==> src/rtl/synth_env_pkg.sv <==
`default_nettype none
// ============================================================================
// Module      : synth_env_pkg
// Description : Shared phase encoding and default widths for the per-voice
//               ADSR envelope sequencer.
// Revision    : 1.0 - initial release
// ============================================================================
package synth_env_pkg;

    localparam int ENV_DATA_W    = 20;
    localparam int ENV_SHIFT_W   = 5;
    localparam int ENV_RATE_W    = 16;
    localparam int ENV_MAX_SHIFT = 20;

    typedef enum logic [2:0] {
        IDLE    = 3'd0,
        ATTACK  = 3'd1,
        DECAY   = 3'd2,
        SUSTAIN = 3'd3,
        RELEASE = 3'd4
    } env_phase_e;

endpackage
`default_nettype wire

==> src/rtl/env_step_timer.sv <==
`default_nettype none
// ============================================================================
// Module      : env_step_timer
// Description : Step-rate divider. Fires one step every rate+1 enabled
//               cycles; cleared whenever the envelope changes phase.
// Revision    : 1.0 - initial release
// ============================================================================
module env_step_timer #(
    parameter int RATE_W = 16
) (
    input  logic              clk,
    input  logic              reset,
    input  logic              clear,
    input  logic              enable,
    input  logic [RATE_W-1:0] rate,
    output logic              step
);

    logic [RATE_W-1:0] cnt;

    // Step fires on the cycle the count reaches the live rate setting.
    assign step = enable && (cnt == rate);

    // Counter: restarts on clear or on a step, otherwise counts while enabled.
    // If rate drops below cnt mid-phase the counter simply wraps.
    always_ff @(posedge clk) begin
        if (reset || clear) begin
            cnt <= '0;
        end else if (enable) begin
            if (cnt == rate) begin
                cnt <= '0;
            end else begin
                cnt <= cnt + RATE_W'(1);
            end
        end
    end

endmodule
`default_nettype wire

==> src/rtl/envelope_sequencer.sv <==
`default_nettype none
// ============================================================================
// Module      : envelope_sequencer
// Description : Per-voice ADSR controller. Sequences a saturating attenuation
//               shift through IDLE/ATTACK/DECAY/SUSTAIN/RELEASE from the note
//               gate and applies it to the voice sample as a right shift.
// Revision    : 1.0 - initial release
// ============================================================================
module envelope_sequencer
    import synth_env_pkg::*;
#(
    parameter int DATA_W    = ENV_DATA_W,
    parameter int SHIFT_W   = ENV_SHIFT_W,
    parameter int RATE_W    = ENV_RATE_W,
    parameter int MAX_SHIFT = ENV_MAX_SHIFT
) (
    input  logic               clk,
    input  logic               reset,
    input  logic               note_on,
    input  logic [RATE_W-1:0]  attack_rate,
    input  logic [RATE_W-1:0]  decay_rate,
    input  logic [RATE_W-1:0]  release_rate,
    input  logic [SHIFT_W-1:0] sustain_shift,
    input  logic [DATA_W-1:0]  sample_in,
    output logic [DATA_W-1:0]  sample_out,
    output logic [SHIFT_W-1:0] shift_amount,
    output logic [2:0]         phase,
    output logic               start_decay,
    output logic               active
);

    localparam logic [SHIFT_W-1:0] C_MAX = SHIFT_W'(MAX_SHIFT);

    env_phase_e         state, state_next;
    logic [SHIFT_W-1:0] shift_next;
    logic               start_decay_next;
    logic               note_prev;
    logic               rise, fall;
    logic [SHIFT_W-1:0] sustain_clamped;
    logic [RATE_W-1:0]  rate_sel;
    logic               timer_enable, timer_clear, step;

    assign rise            = note_on & ~note_prev;
    assign fall            = ~note_on & note_prev;
    assign sustain_clamped = (sustain_shift > C_MAX) ? C_MAX : sustain_shift;
    assign timer_enable    = (state == ATTACK) || (state == DECAY) || (state == RELEASE);
    assign timer_clear     = (state_next != state);
    assign phase           = state;
    assign active          = (state != IDLE);

    // Step rate follows the current phase; rates are sampled live.
    always_comb begin
        rate_sel = '0;
        case (state)
            ATTACK:  rate_sel = attack_rate;
            DECAY:   rate_sel = decay_rate;
            RELEASE: rate_sel = release_rate;
            default: rate_sel = '0;
        endcase
    end

    env_step_timer #(
        .RATE_W (RATE_W)
    ) u_step_timer (
        .clk    (clk),
        .reset  (reset),
        .clear  (timer_clear),
        .enable (timer_enable),
        .rate   (rate_sel),
        .step   (step)
    );

    // Next-state and next-shift: gate rise beats gate fall beats per-phase logic.
    always_comb begin
        state_next       = state;
        shift_next       = shift_amount;
        start_decay_next = 1'b0;
        if (rise) begin
            // Retrigger keeps the current level to avoid a click.
            state_next = ATTACK;
        end else if (fall && (state == ATTACK || state == DECAY || state == SUSTAIN)) begin
            state_next = RELEASE;
        end else begin
            case (state)
                IDLE: begin
                    shift_next = C_MAX;
                end
                ATTACK: begin
                    if (shift_amount == '0) begin
                        state_next       = DECAY;
                        start_decay_next = 1'b1;
                    end else if (step) begin
                        shift_next = shift_amount - SHIFT_W'(1);
                    end
                end
                DECAY: begin
                    if (shift_amount >= sustain_clamped) begin
                        state_next = SUSTAIN;
                    end else if (step) begin
                        shift_next = shift_amount + SHIFT_W'(1);
                    end
                end
                SUSTAIN: begin
                    shift_next = shift_amount;
                end
                RELEASE: begin
                    if (shift_amount == C_MAX) begin
                        state_next = IDLE;
                    end else if (step) begin
                        shift_next = shift_amount + SHIFT_W'(1);
                    end
                end
                default: begin
                    state_next = IDLE;
                    shift_next = C_MAX;
                end
            endcase
        end
    end

    // State, shift, gate history and the attenuated sample register.
    always_ff @(posedge clk) begin
        if (reset) begin
            state        <= IDLE;
            shift_amount <= C_MAX;
            start_decay  <= 1'b0;
            note_prev    <= 1'b0;
            sample_out   <= '0;
        end else begin
            state        <= state_next;
            shift_amount <= shift_next;
            start_decay  <= start_decay_next;
            note_prev    <= note_on;
            sample_out   <= sample_in >> shift_amount;
        end
    end

endmodule
`default_nettype wire

==> config.mk <==
export PLATFORM = sky130hd
export DESIGN_NAME = envelope_sequencer
export DESIGN_NICKNAME = d
export VERILOG_FILES = /design/src/rtl/synth_env_pkg.sv /design/src/rtl/env_step_timer.sv /design/src/rtl/envelope_sequencer.sv
export SDC_FILE = /design/constraint.sdc
export NUM_CORES = 1
export LEC_CHECK = 0
export ABC_AREA = 1
export ABC_CLOCK_PERIOD_IN_PS = 2500
export CORE_MARGIN = 2
export CORE_UTILIZATION = 48
export CTS_CLUSTER_DIAMETER = 120
export CTS_CLUSTER_SIZE = 8
export DETAILED_ROUTE_END_ITERATION = 10
export GPL_TIMING_DRIVEN = 0
export PLACE_DENSITY = 0.86
export REMOVE_ABC_BUFFERS = 1
export SYNTH_ARGS = -nofsm -noshare
export SYNTH_HDL_FRONTEND = slang
export SYNTH_SLANG_ARGS = --single-unit
==> constraint.sdc <==
create_clock -name clk -period 2.5 [get_ports clk]
set_clock_uncertainty 0.15 [all_clocks]
set_input_delay 0.25 -clock clk [delete_from_list [all_inputs] [get_ports clk]]
set_output_delay 0.25 -clock clk [all_outputs]
set_load 0.005 [all_outputs]
== Word-level counts from Yosys, hierarchy flattened ==
Index checks and enable logic that the tools add are counted.

* Register bits: 46
* Bits in latches: 0
* RAM bits: 0
* Bits in read-only memories: 0
* Input bits: 76
* Output and inout port bits: 30
* Word-level logic and storage cells: 59
* Memories: 0

* $add $sub $neg: 3
* Multipliers: 0
* Div/mod/pow operators: 0
* Magnitude comparators: 2
* Equal/unequal tests: 11
* Shift operators: 1
* Muxes and demuxes: 16
* Bitwise logic cells: 8
* Reduce and logical (&&, ||, !) cells: 12

{| class="wikitable"
|+ Operators with widths
! kind !! count
|-
| 16-bit one-hot mux with 3 select lines || 1
|-
| 5-bit 2-to-1 mux || 6
|-
| 5-bit one-hot mux with 4 select lines || 1
|-
| 20-bit by 5-bit right shift with 20-bit output || 1
|-
| 16-bit by 1-bit adder with 16-bit output (second input constant) || 1
|-
| 16-bit equality test || 1
|-
| 16-bit 2-to-1 mux || 1
|-
| 3-bit 2-to-1 mux || 5
|-
| 3-bit one-hot mux with 4 select lines || 1
|-
| 2-bit != test (second input constant) || 4
|-
| 7-bit AND reduction || 1
|-
| 3-bit by 2-bit equality test with 1-bit output (second input constant) || 2
|-
| 1-bit NOT || 6
|-
| 5-bit by 1-bit adder with 5-bit output (second input constant) || 1
|-
| 5-bit equality test (second input constant) || 1
|-
| 5-bit >= comparator || 1
|-
| 5-bit greater-than comparator (second input constant) || 1
|-
| 5-bit logical NOT || 1
|-
| 5-bit by 1-bit subtractor with 5-bit output (second input constant) || 1
|-
| 1-bit logical OR || 4
|-
| 4-bit OR reduction || 1
|-
| 3-bit by 1-bit equality test with 1-bit output (second input constant) || 1
|-
| 3-bit equality test (second input constant) || 1
|-
| 3-bit logical NOT || 1
|-
| 6 further kinds || 8
|}

== Depth between registers and ports, before layout ==
Gate-level depths: netlist of the first run.

* Word-level depth: 9
* Gate-level depth with buffers: 18
* Gate-level depth less buffers: 18

== Cells and area by module ==
Synthesis of the first run repeated with hierarchy kept, for this count alone.

* Cell total of the unflattened synthesis: 660
* Area, all modules: 3,849.9 µm²

{| class="wikitable"
|+ Modules (own cells, without submodules)
! module !! instances !! cells an instance !! area an instance (µm²) !! seq. area each (µm²)
|-
| envelope_sequencer || 1 || 444 || 2,603.7 || 600.6
|-
| env_step_timer || 1 || 216 || 1,246.2 || 320.3
|}

== Worst setup path after synthesis of the first run ==
No wires, ideal clock.

* Path kind: register to register
* Start point: reg state[1], in the netlist phase[1]
* End point: reg shift_amount[3]
* Setup time: 115 ps
* Arrival: 2,021 ps
* Required time: 2,235 ps
* Setup slack: 213 ps
* Stages on the path, launching flop included: 15
* Path buffers: 1
* Period minus slack after synthesis: 2,287 ps
* Path through: dfxtp_1 > buf_2 > nor2_4 > nand2_4 > nand2_4 > inv_2 > ha_1 > a21o_1 > a31oi_1 > inv_1 > or2_2 > nand3_1 > nand3_1 > nand2_1 > nor2_1

* Cells in the longest elaborated chain, start to end: 7
* Elaborated cells between the ends (all ways): 22
* Those cells by class: 9 x eq/ne; 5 x mux; 2 x bitwise; 6 x reduce/logical

{| class="wikitable"
|+ RTL lines
! element !! RTL line !! text
|-
| from (decl) || envelope_sequencer.sv:34 || <nowiki>env_phase_e state, state_next;</nowiki>
|-
| from (signal assigned) || envelope_sequencer.sv:130 || <nowiki>state <= state_next;</nowiki>
|-
| 3-bit equality test (tied with other cells) || envelope_sequencer.sv:46, envelope_sequencer.sv:54, envelope_sequencer.sv:84 ||
|-
| 16-bit one-hot mux with 3 select lines / 1-bit logical OR (equally long branches) || envelope_sequencer.sv:54, envelope_sequencer.sv:46, envelope_sequencer.sv:81 ||
|-
| 16-bit equality test / 1-bit logical OR (equally long branches) || env_step_timer.sv:22, envelope_sequencer.sv:46 ||
|-
| 1-bit logical AND || env_step_timer.sv:22 || <nowiki>assign step = enable && (cnt == rate);</nowiki>
|-
| 5-bit 2-to-1 mux || n/a ||
|-
| 5-bit 2-to-1 mux (on tied branches) || n/a ||
|-
| 5-bit one-hot mux with 4 select lines || envelope_sequencer.sv:84 || <nowiki>case (state)</nowiki>
|-
| to (signal assigned) || envelope_sequencer.sv:131 || <nowiki>shift_amount <= shift_next;</nowiki>
|-
| to (decl) || envelope_sequencer.sv:26 || <nowiki>output logic [SHIFT_W-1:0] shift_amount,</nowiki>
|}

Several ways; a longest one is shown, not always the timed one. The select of a mux whose other input is x is not followed.
A chain may end at the register's enable or synchronous reset.

== Final worst setup path of the first run ==
* Start point: reg shift_amount[3]
* End point: reg u_step_timer.cnt[14]

* Cells in the longest elaborated chain, start to end: 7
* Elaborated cells between the ends (all ways): 11
* Those cells by class: 1 x order compare; 2 x eq/ne; 6 x mux; 2 x reduce/logical

{| class="wikitable"
|+ RTL lines
! element !! RTL line !! text
|-
| 5-bit >= comparator (tied with other cells) || envelope_sequencer.sv:97 || <nowiki>if (shift_amount >= sustain_clamped) begin</nowiki>
|-
| 3-bit 2-to-1 mux (on tied branches) || envelope_sequencer.sv:97, envelope_sequencer.sv:89, envelope_sequencer.sv:107 ||
|-
| 3-bit one-hot mux with 4 select lines * || envelope_sequencer.sv:84 ||
|-
| 3-bit 2-to-1 mux * || envelope_sequencer.sv:81 || <nowiki>end else if (fall && (state == ATTACK || state == DECAY || state == SUSTAIN)) begin</nowiki>
|-
| 3-bit 2-to-1 mux * || envelope_sequencer.sv:78 || <nowiki>if (rise) begin</nowiki>
|-
| 3-bit != test * || envelope_sequencer.sv:47 || <nowiki>assign timer_clear = (state_next != state);</nowiki>
|-
| 1-bit logical OR * || env_step_timer.sv:27 || <nowiki>if (reset || clear) begin</nowiki>
|-
| to (signal assigned) || env_step_timer.sv:33 || <nowiki>cnt <= cnt + RATE_W'(1);</nowiki>
|-
| to (decl) || env_step_timer.sv:19 || <nowiki>logic [RATE_W-1:0] cnt;</nowiki>
|}

Mark *: on every way between the ends. The rest lies on a longest branch, timed or not.

==> results.tsv, run 1 <==
stage	metric	value	unit
floorplanning	die width	90.5	µm
final_layout	layout cell share with drive strength beyond 1	0.129	
clock_tree	H-Tree Depth	2	
timing	Final setup viols	0	
pwr	internal power	1.29	mW
grt	largest net degree at the start of global routing	27	
critical_path	most frequent CP cell	nand2_1	
synthesis	Synth cell types	37	
timing	worst relative slew slack	0.679	
hold_path	Hold WC Path Type	flip-flop to flip-flop	
timing	min cycle time layout	2380	ps
final_layout	n_diodes	0	
critical_path	Setup CP Type	flip-flop to flip-flop	
floorplanning	core region area	7250	µm²
drt	via count	4438	
placed_design	DP Area	4640	µm²
drt	length of routed wiring on met1	4.74	mm
clock_tree	clk root buf	clkbuf_8	
final_layout	Area Growth Syn to Fin	39.5	%
critical_path	FF-to-FF path depth	13	
synthesis	Synth area leaders	dfxtp_1 26%, nand3_1 14%, nand2_1 14%, nor2_1 6.3%, inv_1 4.5%	
drt	met3 routed WL	897	µm
clock_tree	worst skew pair latency	310	ps
final_layout	nets@finish	776	
clock_tree	clock sinks	46	
final_layout	# fillers	637	
clock_tree	TritonCTS Buffers	5	
drt	routed length per instance	14.6	µm
floorplanning	die area	8200	µm²
grt	initial antenna violation count	0	
clock_tree	CTS tree	built	
pwr	switching part of the total	0.350	
timing	Tcrit/Tclk final	0.951	
pwr	Pwr per Cell Area	396	nW/µm²
drt	drt via density	5.62	
synthesis	post-synthesis instance total	576	
critical_path	Crit path max-delay family	simple AND/OR/NAND/NOR gates	
pwr	Clk pwr share	0.244	
floorplanning	FP Rows	31	
floorplanning	IO Pins	106	
placed_design	HPWL Detailed	8.29	mm
outcome	status	finished, final reports clean	
timing	Fin. Hold Viols	0	
pwr	Worst VDD drop	0.206	mV
synthesis	top-area cell type share of the netlist area	0.256	
floorplanning	Die Y	90.5	µm
timing	slew of the pin with the lowest slew margin	477	ps
critical_path	Buf/Inv on CP	1	
drt	met2 routed WL	5.63	mm
pwr	Comb pwr share	0.352	
hold_path	WHS Path Cells	2	
drt	Total Routed Length	11.5	mm
drt	DR top layer	met4	
synthesis	Ys Warns	0	
placed_design	Setup WS pre-CTS	-752	ps
timing	Final Max Tran Viols	0	
critical_path	crit-path max FO	18	
floorplanning	initial core utilization	0.496	
timing	Final WS setup	124	ps
clock_tree	Reg clk slew, reported paths	80	ps
placed_design	port bufs	105	
critical_path	CP Capture Type	flip-flop	
critical_path	RR Endpoint	u_step_timer.cnt[14]$_SDFFE_PP0P_	
grt	first-pass GRT wire length	17.8	mm
synthesis	FF+latch count, synth	46	
pwr	P_sw	0.694	mW
critical_path	Worst R2R Setup Slack	120	ps
flow_run	max_cap viols	0	
critical_path	critical path's largest stage delay	580	ps
final_layout	Core Util, Final	0.691	
hold_path	Hold EP	u_step_timer.cnt[1]$_SDFFE_PP0P_	
pwr	Seq pwr share	0.404	
critical_path	crit path cell chain	ha_1, nand2_1, nor2_1, o21ai_1, o211ai_1, nand3_1, nand3_1, nand2_1, nand2_1, nand2_2, nand2_4, buf_4, nor3_1	
timing	setup_tns	0	ps
synthesis	EDFF count, synth	0	
final_layout	design area	5010	µm²
critical_path	Worst Path Required	2580	ps
clock_tree	Clock Path Buffers	2	
synthesis	syn avg cell area	6.24	µm²
grt	total gr overflow	0	
critical_path	RR Startpoint	shift_amount[3]$_SDFFE_PP0P_	
grt	vias in the first global route	3929	
synthesis	Mapped Area	3590	µm²
drt	Antenna Nets Post-Route	0	
pwr	leakage power	2.14	nW
grt	GRT Util Overall	0.260	
critical_path	startpoint types	flip-flop	
critical_path	Worst Path Arrival	2450	ps
synthesis	leading area contributor after synthesis	dfxtp_1	
synthesis	asr flop ratio synth	0	
placed_design	gpl congestion	0.918	
drt	Initial DRC Count	406	
timing	Max Fclk	421	MHz
drt	first drt pass iteration count	6	
critical_path	slowest CP cell	dfxtp_2	
synthesis	register area share after synthesis	0.256	
drt	post-route DRC violation count	0	
hold_path	hold path start	u_step_timer.cnt[1]$_SDFFE_PP0P_	
synthesis	most common flop cell mapped by yosys	dfxtp_1	
metrics by stage:
| step | cells | power, mW | hold slack [ps] |
|---|---|---|---|
| 4_1_cts | 773 | 1.94 | 382 |
| 5_1_grt | 790 | 2.09 | 435 |
| 3_3_place_gp | 758 | 1.43 | 352 |
| 3_5_place_dp | 758 | 1.45 | 363 |
| 2_1_floorplan | 554 | 1.18 | 169 |
| 6_report | 790 | 1.98 | 396 |
cell usage after synthesis, types with 2 or more instances:
cell type / n
clkinv_1: 2
nand2_2: 7
a21oi_1: 17
buf_2: 5
or2_2: 6
nand3_1: 103
o21ai_0: 31
xor2_1: 11
nor2_1: 60
nor3b_2: 2
a31oi_1: 7
nor2_4: 4
o22ai_1: 4
nor2_2: 12
buf_6: 4
buf_4: 2
nand2_4: 4
nand3_2: 2
nor3_2: 2
ha_1: 9
nor3_1: 6
inv_2: 4
dfxtp_1: 46
nor4_1: 2
clkbuf_1: 11
inv_1: 43
nand4_1: 21
a211oi_1: 3
nand2_1: 137
o211ai_1: 2
cell type report:
| cell class | count | area (µm²) | share of cell area |
|---|---|---|---|
| flip-flops and latches | 46 | 942 | 0.188 |
| repair buffers | 127 | 1250 | 0.249 |
| multi-input cells | 459 | 2400 | 0.479 |
| repair inverters | 2 | 10.0 | 0.00200 |
| well taps | 99 | 124 | 0.0247 |
| inverters | 49 | 194 | 0.0387 |
| clock inverters | 1 | 8.76 | 0.00175 |
| clock buffers | 7 | 86.3 | 0.0172 |
kinds of logic after synthesis:
kind of cell / synth area share
AOI/OAI and AO/OA: 0.107
buffers and inverters: 0.0863
muxes: 0.00278
and+or+nand+nor: 0.484
adders and majority gates: 0.0369
DFF: 0.256
xor gates and xnor gates: 0.0268
metal layers:
layer  global-route usage  vias up
li1                     -     2166
met1                0.343     2032
met2                0.440      209
met3               0.0359       31
met4               0.0769        0
met5                    0        -
sequential cells by signal, summed over array words and instances (netlist names):
name,count
shift_amount,5
u_step_timer.cnt,16
sample_out,20
phase,3
start_decay,1
note_prev,1
worst max path at each step:
stage	start	endpoint	slack, ps	cells past startpoint
6_report	shift_amount[3]$_SDFFE_PP0P_	u_step_timer.cnt[14]$_SDFFE_PP0P_	120	13
5_1_grt	shift_amount[0]$_SDFFE_PP0P_	shift_amount[1]$_SDFFE_PP0P_	-10	10
4_1_cts	sustain_shift[2]	u_step_timer.cnt[9]$_SDFFE_PP0P_	3	18
3_5_place_dp	shift_amount[0]$_SDFFE_PP0P_	shift_amount[4]$_SDFFE_PP1P_	-750	9
3_3_place_gp	shift_amount[0]$_SDFFE_PP0P_	shift_amount[2]$_SDFFE_PP1P_	-680	9
2_1_floorplan	shift_amount[0]$_SDFFE_PP0P_	shift_amount[4]$_SDFFE_PP1P_	-150	9
cell usage in the layout, fill, tap and decap left out, types with 3 or more instances in the layout:
master           count
clkbuf_8             7
buf_4               20
inv_2                4
nor2_4               4
nand2_2              7
a21oi_1             16
a211oi_1             3
o22ai_1              4
ha_1                 9
nand2_1            136
xor2_1              11
nor2_2              12
dfxtp_1             39
nand2_4              4
dlymetal6s2s_1       5
dfxtp_4              5
clkdlybuf4s50_1    100
inv_1               40
o21ai_0             29
nand4_1             21
nor2_1              60
or2_2                6
a31oi_1              7
nand3_1            103
nor3_1               6
power groups by stage:
stage / clock network, mW / registers, mW / logic [mW]
6_report: 0.483 / 0.802 / 0.698
5_1_grt: 0.513 / 0.806 / 0.769
4_1_cts: 0.486 / 0.808 / 0.643
3_5_place_dp: 0 / 0.821 / 0.625
3_3_place_gp: 0 / 0.820 / 0.611
2_1_floorplan: 0 / 0.805 / 0.373
tightest hold or removal path: stages (launching register included):
cell and delay, ps:
dfxtp_1 360, nand2_1 90, a21oi_1 60
repair_timing:
action	4_1_cts	5_1_grt
pin swaps	3	9
gates resized for setup	14	16
setup buffers	5	17
hold buffers	0	0
cloned	2	0
endpoints found under the hold margin	0	0
setup endpoints to repair	34	21
Power figures use the tool's default switching activity.
==> run 2: changes to the inputs <==
Settings changed: MAX_ROUTING_LAYER from default to met4.
==> run 2 against run 1 <==
Compared with the run above: first-iteration DRC count fell by 19%; worst hold slack got worse by 40 ps; via count fell by 0.83%; setup slack got worse by 38 ps; cell count is 1.5% lower; clock-buffer cell count unchanged; total power shrank 0.37%; register-to-register slack worse by 40 ps; highest routed layer unchanged.
==> results.tsv, run 2 (synthesis results as in run 1) <==
stage	metric	value	unit	change
final_layout	# fillers	653		+2.5%
critical_path	startpoint types	flip-flop		
placed_design	HPWL Detailed	8.29	mm	about the same
final_layout	most common cell after layout, fill and taps aside	nand2_1		
timing	Final Max Tran Viols	0		unchanged
final_layout	Area Growth Syn to Fin	37.2	%	
clock_tree	clk root buf	clkbuf_8		
drt	post-route DRC violation count	0		unchanged
pwr	Seq pwr share	0.408		+0.004
grt	first-pass GRT wire length	18.0	mm	+0.97%
grt	initial antenna violation count	0		unchanged
placed_design	gpl congestion	0.964		+5.0%
drt	Total Routed Length	11.3	mm	-1.7%
timing	Final setup viols	0		unchanged
final_layout	Largest Register	sample_out		
timing	Final WS setup	85.4	ps	-38.3 ps
pwr	Clk pwr share	0.245		about the same
flow_run	max_cap viols	0		unchanged
final_layout	layout cell share with drive strength beyond 1	0.113		-0.0154
pwr	Worst VDD drop	0.219	mV	+6.5%
final_layout	register area	942	µm²	unchanged
timing	setup_tns	0	ps	unchanged
pwr	Pwr per Cell Area	400	nW/µm²	+1.2%
drt	via count	4401		-0.83%
critical_path	Worst Path Arrival	2460	ps	about the same
clock_tree	cts hold-fix bufs	0		unchanged
timing	slew of the pin with the lowest slew margin	431	ps	-45.8 ps
timing	Fin. Hold Viols	0		unchanged
timing	RSZ-0062 raised after global routing	false		
floorplanning	core region area	7250	µm²	unchanged
floorplanning	die area	8200	µm²	unchanged
timing	Tcrit/Tclk final	0.966		+0.0153
pwr	internal power	1.28	mW	-0.71%
timing	Max Fclk	414	MHz	-1.6%
critical_path	Crit path max-delay family	simple AND/OR/NAND/NOR gates		
grt	largest net degree at the start of global routing	27		unchanged
final_layout	most frequent cells in the layout	136 x nand2_1, 103 x nand3_1, 100 x clkdlybuf4s50_1		
critical_path	slowest CP cell	dfxtp_4		
grt	vias in the first global route	3898		-0.79%
final_layout	design area	4930	µm²	-1.6%
grt	total gr overflow	0		unchanged
clock_tree	TritonCTS Buffers	5		unchanged
drt	drt via density	5.66		+0.70%
timing	min cycle time layout	2410	ps	+38.3 ps
final_layout	max FFs per register	20		unchanged
outcome	status	finished, final reports clean		
critical_path	Setup CP Type	flip-flop to flip-flop		
floorplanning	Die Y	90.5	µm	unchanged
drt	first drt pass iteration count	5		-1
hold_path	Hold WC Path Type	flip-flop to flip-flop		
floorplanning	IO Pins	106		unchanged
drt	routed length per instance	14.6	µm	-0.14%
grt	GRT Util Overall	0.267		+0.00729
clock_tree	H-Tree Depth	2		unchanged
clock_tree	clock sinks	46		unchanged
floorplanning	FP Rows	31		unchanged
critical_path	CP Capture Type	flip-flop		
placed_design	Setup WS pre-CTS	-758	ps	-6.12 ps
critical_path	crit path cell chain	nor2_4, nand2_1, nand2_4, inv_2, ha_1, a21o_1, a31oi_1, inv_1, or2_2, nand3_1, nand3_1, nand2_1, nor2_1		
floorplanning	die width	90.5	µm	unchanged
clock_tree	Reg clk slew, reported paths	90	ps	about the same
pwr	leakage power	2.08	nW	-2.7%
clock_tree	CTS tree	built		
final_layout	nets@finish	764		-1.5%
timing	worst relative slew slack	0.711		+0.0323
drt	Initial DRC Count	327		-19%
pwr	Comb pwr share	0.347		-0.005
final_layout	n_diodes	0		unchanged
drt	Antenna Nets Post-Route	0		unchanged
placed_design	port bufs	105		unchanged
pwr	P_sw	0.696	mW	+0.26%
final_layout	area of the multi-input gates	2410	µm²	+0.26%
floorplanning	initial core utilization	0.496		unchanged
critical_path	Buf/Inv on CP	2		+1
placed_design	DP Area	4640	µm²	unchanged
critical_path	critical path's largest stage delay	460	ps	-120 ps
final_layout	biggest regs	sample_out: 20 flops, u_step_timer.cnt: 16 flops, shift_amount: 5 flops		
pwr	switching part of the total	0.352		+0.00221
critical_path	crit-path max FO	22		+4
clock_tree	Clock Path Buffers	2		unchanged
clock_tree	worst skew pair latency	300	ps	about the same
critical_path	Worst Path Required	2540	ps	-40 ps
run 2: worst paths after layout:
path | slack, ps | cells past startpoint | from | to
worst max-delay path | 90 | 13 | phase[2]$_SDFF_PP0_ | shift_amount[3]$_SDFFE_PP0P_
worst max register to register | 90 | 13 | phase[2]$_SDFF_PP0_ | shift_amount[3]$_SDFFE_PP0P_
worst min register to register | 360 | 2 | u_step_timer.cnt[1]$_SDFFE_PP0P_ | u_step_timer.cnt[1]$_SDFFE_PP0P_
worst min-delay path | 360 | 2 | u_step_timer.cnt[1]$_SDFFE_PP0P_ | u_step_timer.cnt[1]$_SDFFE_PP0P_
run 2: per-stage QoR:
step / instances / power [mW] / util / hold WS (ps)
2_1_floorplan: 554 / 1.18 / - / 169
3_3_place_gp: 758 / 1.43 / 0.640 / 352
3_5_place_dp: 758 / 1.45 / 0.640 / 347
4_1_cts: 775 / 1.95 / 0.671 / 355
5_1_grt: 778 / 2.09 / 0.680 / 405
6_report: 778 / 1.98 / 0.680 / 356
run 2: area by class of cell:
cell class                      instances  share of cell area
Tap cell                               99              0.0251
Clock inverter                          1             0.00178
Multi-Input combinational cell        459               0.488
Sequential cell                        46               0.191
Timing Repair inverter                  2             0.00203
Timing Repair Buffer                  115               0.235
Inverter                               49              0.0393
Clock buffer                            7              0.0175
run 2: power by group through the flow:
| stage | Clock, mW | Sequential, mW | Combinational [mW] |
|---|---|---|---|
| after detailed placement | 0 | 0.821 | 0.630 |
| final | 0.484 | 0.806 | 0.686 |
| after global routing | 0.522 | 0.811 | 0.753 |
| after global placement | 0 | 0.821 | 0.614 |
| after CTS | 0.486 | 0.805 | 0.655 |
| after floorplan | 0 | 0.805 | 0.373 |
run 2: worst register-to-register path, cell delays in order (launching register included):
cell     delay, ps
dfxtp_4        460
nor2_4         160
nand2_1        100
nand2_4        100
inv_2           60
ha_1           330
a21o_1         180
a31oi_1        160
inv_1           70
or2_2          280
nand3_1         70
nand3_1         90
nand2_1         70
nor2_1          50
run 2: routing by layer:
layer	wire length, µm	track usage	up-vias	part of all wire
li1	-	-	2146	-
met1	4890	0.343	2032	0.43
met2	5340	0.437	194	0.47
met3	871	0.0476	29	0.077
met4	226	0.0667	0	0.020
met5	0	-	-	0
run 2: timing repair:
| action | 4_1_cts | 5_1_grt |
|---|---|---|
| cloned | 1 | 1 |
| setup endpoints to repair | 32 | 22 |
| setup buffers | 8 | 2 |
| resized for setup | 15 | 17 |
| pin swaps | 5 | 7 |
==> run 3: changes to the inputs <==
Settings changed: PLACE_DENSITY 0.86 to default, PLACE_DENSITY_LB_ADDON from default to 0.25.
==> run 3 against run 2 <==
Compared with the run above: final area increased by 1.4%; sequential cell count unchanged; combinational power increased by 1%; critical path depth increased by 5; non-clock buffer count increased by 12; via count decreased by 0.55%; clock-buffer cell count decreased by 2; register-to-register slack improved by 50 ps; largest cell class unchanged; largest power group unchanged.
==> results.tsv, run 3 (synthesis results as in run 1) <==
stage	metric	value	unit	change
placed_design	Setup WS pre-CTS	-793	ps	-34.6 ps
drt	routed length per instance	14.7	µm	+1.0%
final_layout	most common cell after layout, fill and taps aside	nand2_1		
pwr	Pwr per Cell Area	396	nW/µm²	-1.0%
pwr	Seq pwr share	0.405		-0.003
drt	Initial DRC Count	378		+16%
timing	WHS	382	ps	+25.9 ps
final_layout	register area	941	µm²	-0.13%
hold_path	Hold WC Path Type	flip-flop to flip-flop		
timing	Final WS setup	133	ps	+47.4 ps
critical_path	Worst Path Arrival	2430	ps	-30 ps
clock_tree	CTS tree	built		
clock_tree	Clock Path Buffers	2		unchanged
timing	min cycle time layout	2370	ps	-47.4 ps
grt	total gr overflow	0		unchanged
outcome	status	finished, final reports clean		
timing	Final Max Tran Viols	0		unchanged
timing	Max Fclk	422	MHz	+2.0%
clock_tree	H-Tree Depth	2		unchanged
critical_path	Setup CP Type	primary input to flip-flop		
grt	vias in the first global route	3889		-0.23%
final_layout	Area Growth Syn to Fin	39.2	%	
timing	setup_tns	0	ps	unchanged
floorplanning	Die Y	90.5	µm	unchanged
pwr	internal power	1.26	mW	-1.6%
final_layout	nets@finish	776		+1.6%
pwr	leakage power	2.11	nW	+1.8%
grt	first-pass GRT wire length	18.1	mm	+0.50%
timing	Final setup viols	0		unchanged
grt	GRT Util Overall	0.272		+0.00537
pwr	Comb pwr share	0.351		+0.004
drt	Total Routed Length	11.6	mm	+2.6%
critical_path	startpoint types	primary input		
clock_tree	clock sinks	46		unchanged
final_layout	# fillers	636		-2.6%
timing	slew of the pin with the lowest slew margin	509	ps	+77.6 ps
critical_path	Worst Path Required	2560	ps	+20 ps
flow_run	max_cap viols	0		unchanged
final_layout	most frequent cells in the layout	136 x nand2_1, 103 x nand3_1, 102 x clkdlybuf4s50_1		
placed_design	HPWL Detailed	8.05	mm	-2.9%
grt	largest net degree at the start of global routing	27		unchanged
pwr	Clk pwr share	0.245		about the same
timing	worst relative slew slack	0.660		-0.0506
critical_path	CP Capture Type	flip-flop		
floorplanning	FP Rows	31		unchanged
pwr	P_sw	0.724	mW	+4.0%
clock_tree	worst skew pair latency	310	ps	about the same
pwr	switching part of the total	0.365		+0.0128
placed_design	port bufs	105		unchanged
floorplanning	IO Pins	106		unchanged
clock_tree	clk root buf	clkbuf_8		
clock_tree	cts hold-fix bufs	0		unchanged
clock_tree	TritonCTS Buffers	5		unchanged
final_layout	Final Non-Filler Cells	790		+1.5%
placed_design	gpl congestion	0.924		-4.2%
final_layout	biggest regs	sample_out: 20 flops, u_step_timer.cnt: 16 flops, shift_amount: 5 flops		
final_layout	Largest Register	sample_out		
timing	Tcrit/Tclk final	0.947		-0.0189
clock_tree	Reg clk slew, reported paths	90	ps	about the same
floorplanning	core region area	7250	µm²	unchanged
floorplanning	initial core utilization	0.496		unchanged
critical_path	crit-path max FO	8		-64%
drt	via count	4377		-0.55%
final_layout	n_diodes	0		unchanged
final_layout	layout cell share with drive strength beyond 1	0.126		+0.0125
drt	Antenna Nets Post-Route	0		unchanged
floorplanning	die area	8200	µm²	unchanged
drt	post-route DRC violation count	0		unchanged
final_layout	area of the multi-input gates	2390	µm²	-0.73%
pwr	Worst VDD drop	0.282	mV	+29%
drt	first drt pass iteration count	5		unchanged
drt	drt via density	5.54		-2.1%
floorplanning	die width	90.5	µm	unchanged
timing	Fin. Hold Viols	0		unchanged
grt	initial antenna violation count	0		unchanged
placed_design	placed cells	758		unchanged
final_layout	max FFs per register	20		unchanged
[run 3: area by class of cell]
cell class / instances / area share
flip-flops and latches: 46 / 0.188
repair buffers: 127 / 0.249
well taps: 99 / 0.0248
inverters: 49 / 0.0393
clock inverters: 3 / 0.00500
multi-input cells: 459 / 0.478
repair inverters: 2 / 0.00200
clock buffers: 5 / 0.0138
[run 3: power groups by stage]
stage	logic (mW)	registers, mW	clock network (mW)
6_report	0.695	0.803	0.485
5_1_grt	0.766	0.807	0.530
4_1_cts	0.644	0.809	0.487
3_5_place_dp	0.628	0.823	0
3_3_place_gp	0.618	0.822	0
2_1_floorplan	0.373	0.805	0
[run 3: worst paths after layout]
check / start / end / slack, ps / depth (start not counted)
max: sustain_shift[3] / u_step_timer.cnt[8]$_SDFFE_PP0P_ / 130 / 18
max reg2reg: phase[0]$_SDFF_PP0_ / shift_amount[3]$_SDFFE_PP0P_ / 140 / 13
min: u_step_timer.cnt[1]$_SDFFE_PP0P_ / u_step_timer.cnt[1]$_SDFFE_PP0P_ / 380 / 2
min reg2reg: u_step_timer.cnt[1]$_SDFFE_PP0P_ / u_step_timer.cnt[1]$_SDFFE_PP0P_ / 380 / 2
[run 3: routing by layer]
layer | vias up | part of all wire | GRT usage
li1 | 2172 | - | -
met1 | 1998 | 0.44 | 0.367
met2 | 193 | 0.47 | 0.434
met3 | 14 | 0.076 | 0.0426
met4 | 0 | 0.012 | 0.0577
met5 | - | 0 | -
[run 3: worst max-delay path: stages]
cell and delay (ps):
clkdlybuf4s50_1 490, inv_1 60, a21oi_2 150, nor2_1 60
ha_1 290, nand2_1 60, nor2_1 70, o21ai_0 80
o211ai_1 120, nand3_1 140, nand3_1 110, nand2_1 70
nand2_1 80, nand2_2 70, nand2_4 130, inv_6 60
nand2_8 100, nor2_2 40
[run 3: metrics by stage]
stage	instance area, µm²	power, mW	util
floorplan	3470	1.18	-
global placement	4640	1.44	0.640
detailed placement	4640	1.45	0.640
CTS	4820	1.94	0.665
global route	5000	2.10	0.690
finish	5000	1.98	0.690
[run 3: timing repair]
| action | 4_1_cts | 5_1_grt |
|---|---|---|
| setup buffers | 5 | 17 |
| pin swaps | 3 | 4 |
| resized for setup | 13 | 11 |
| gates cloned | 2 | 0 |
| setup endpoints to repair | 36 | 21 |
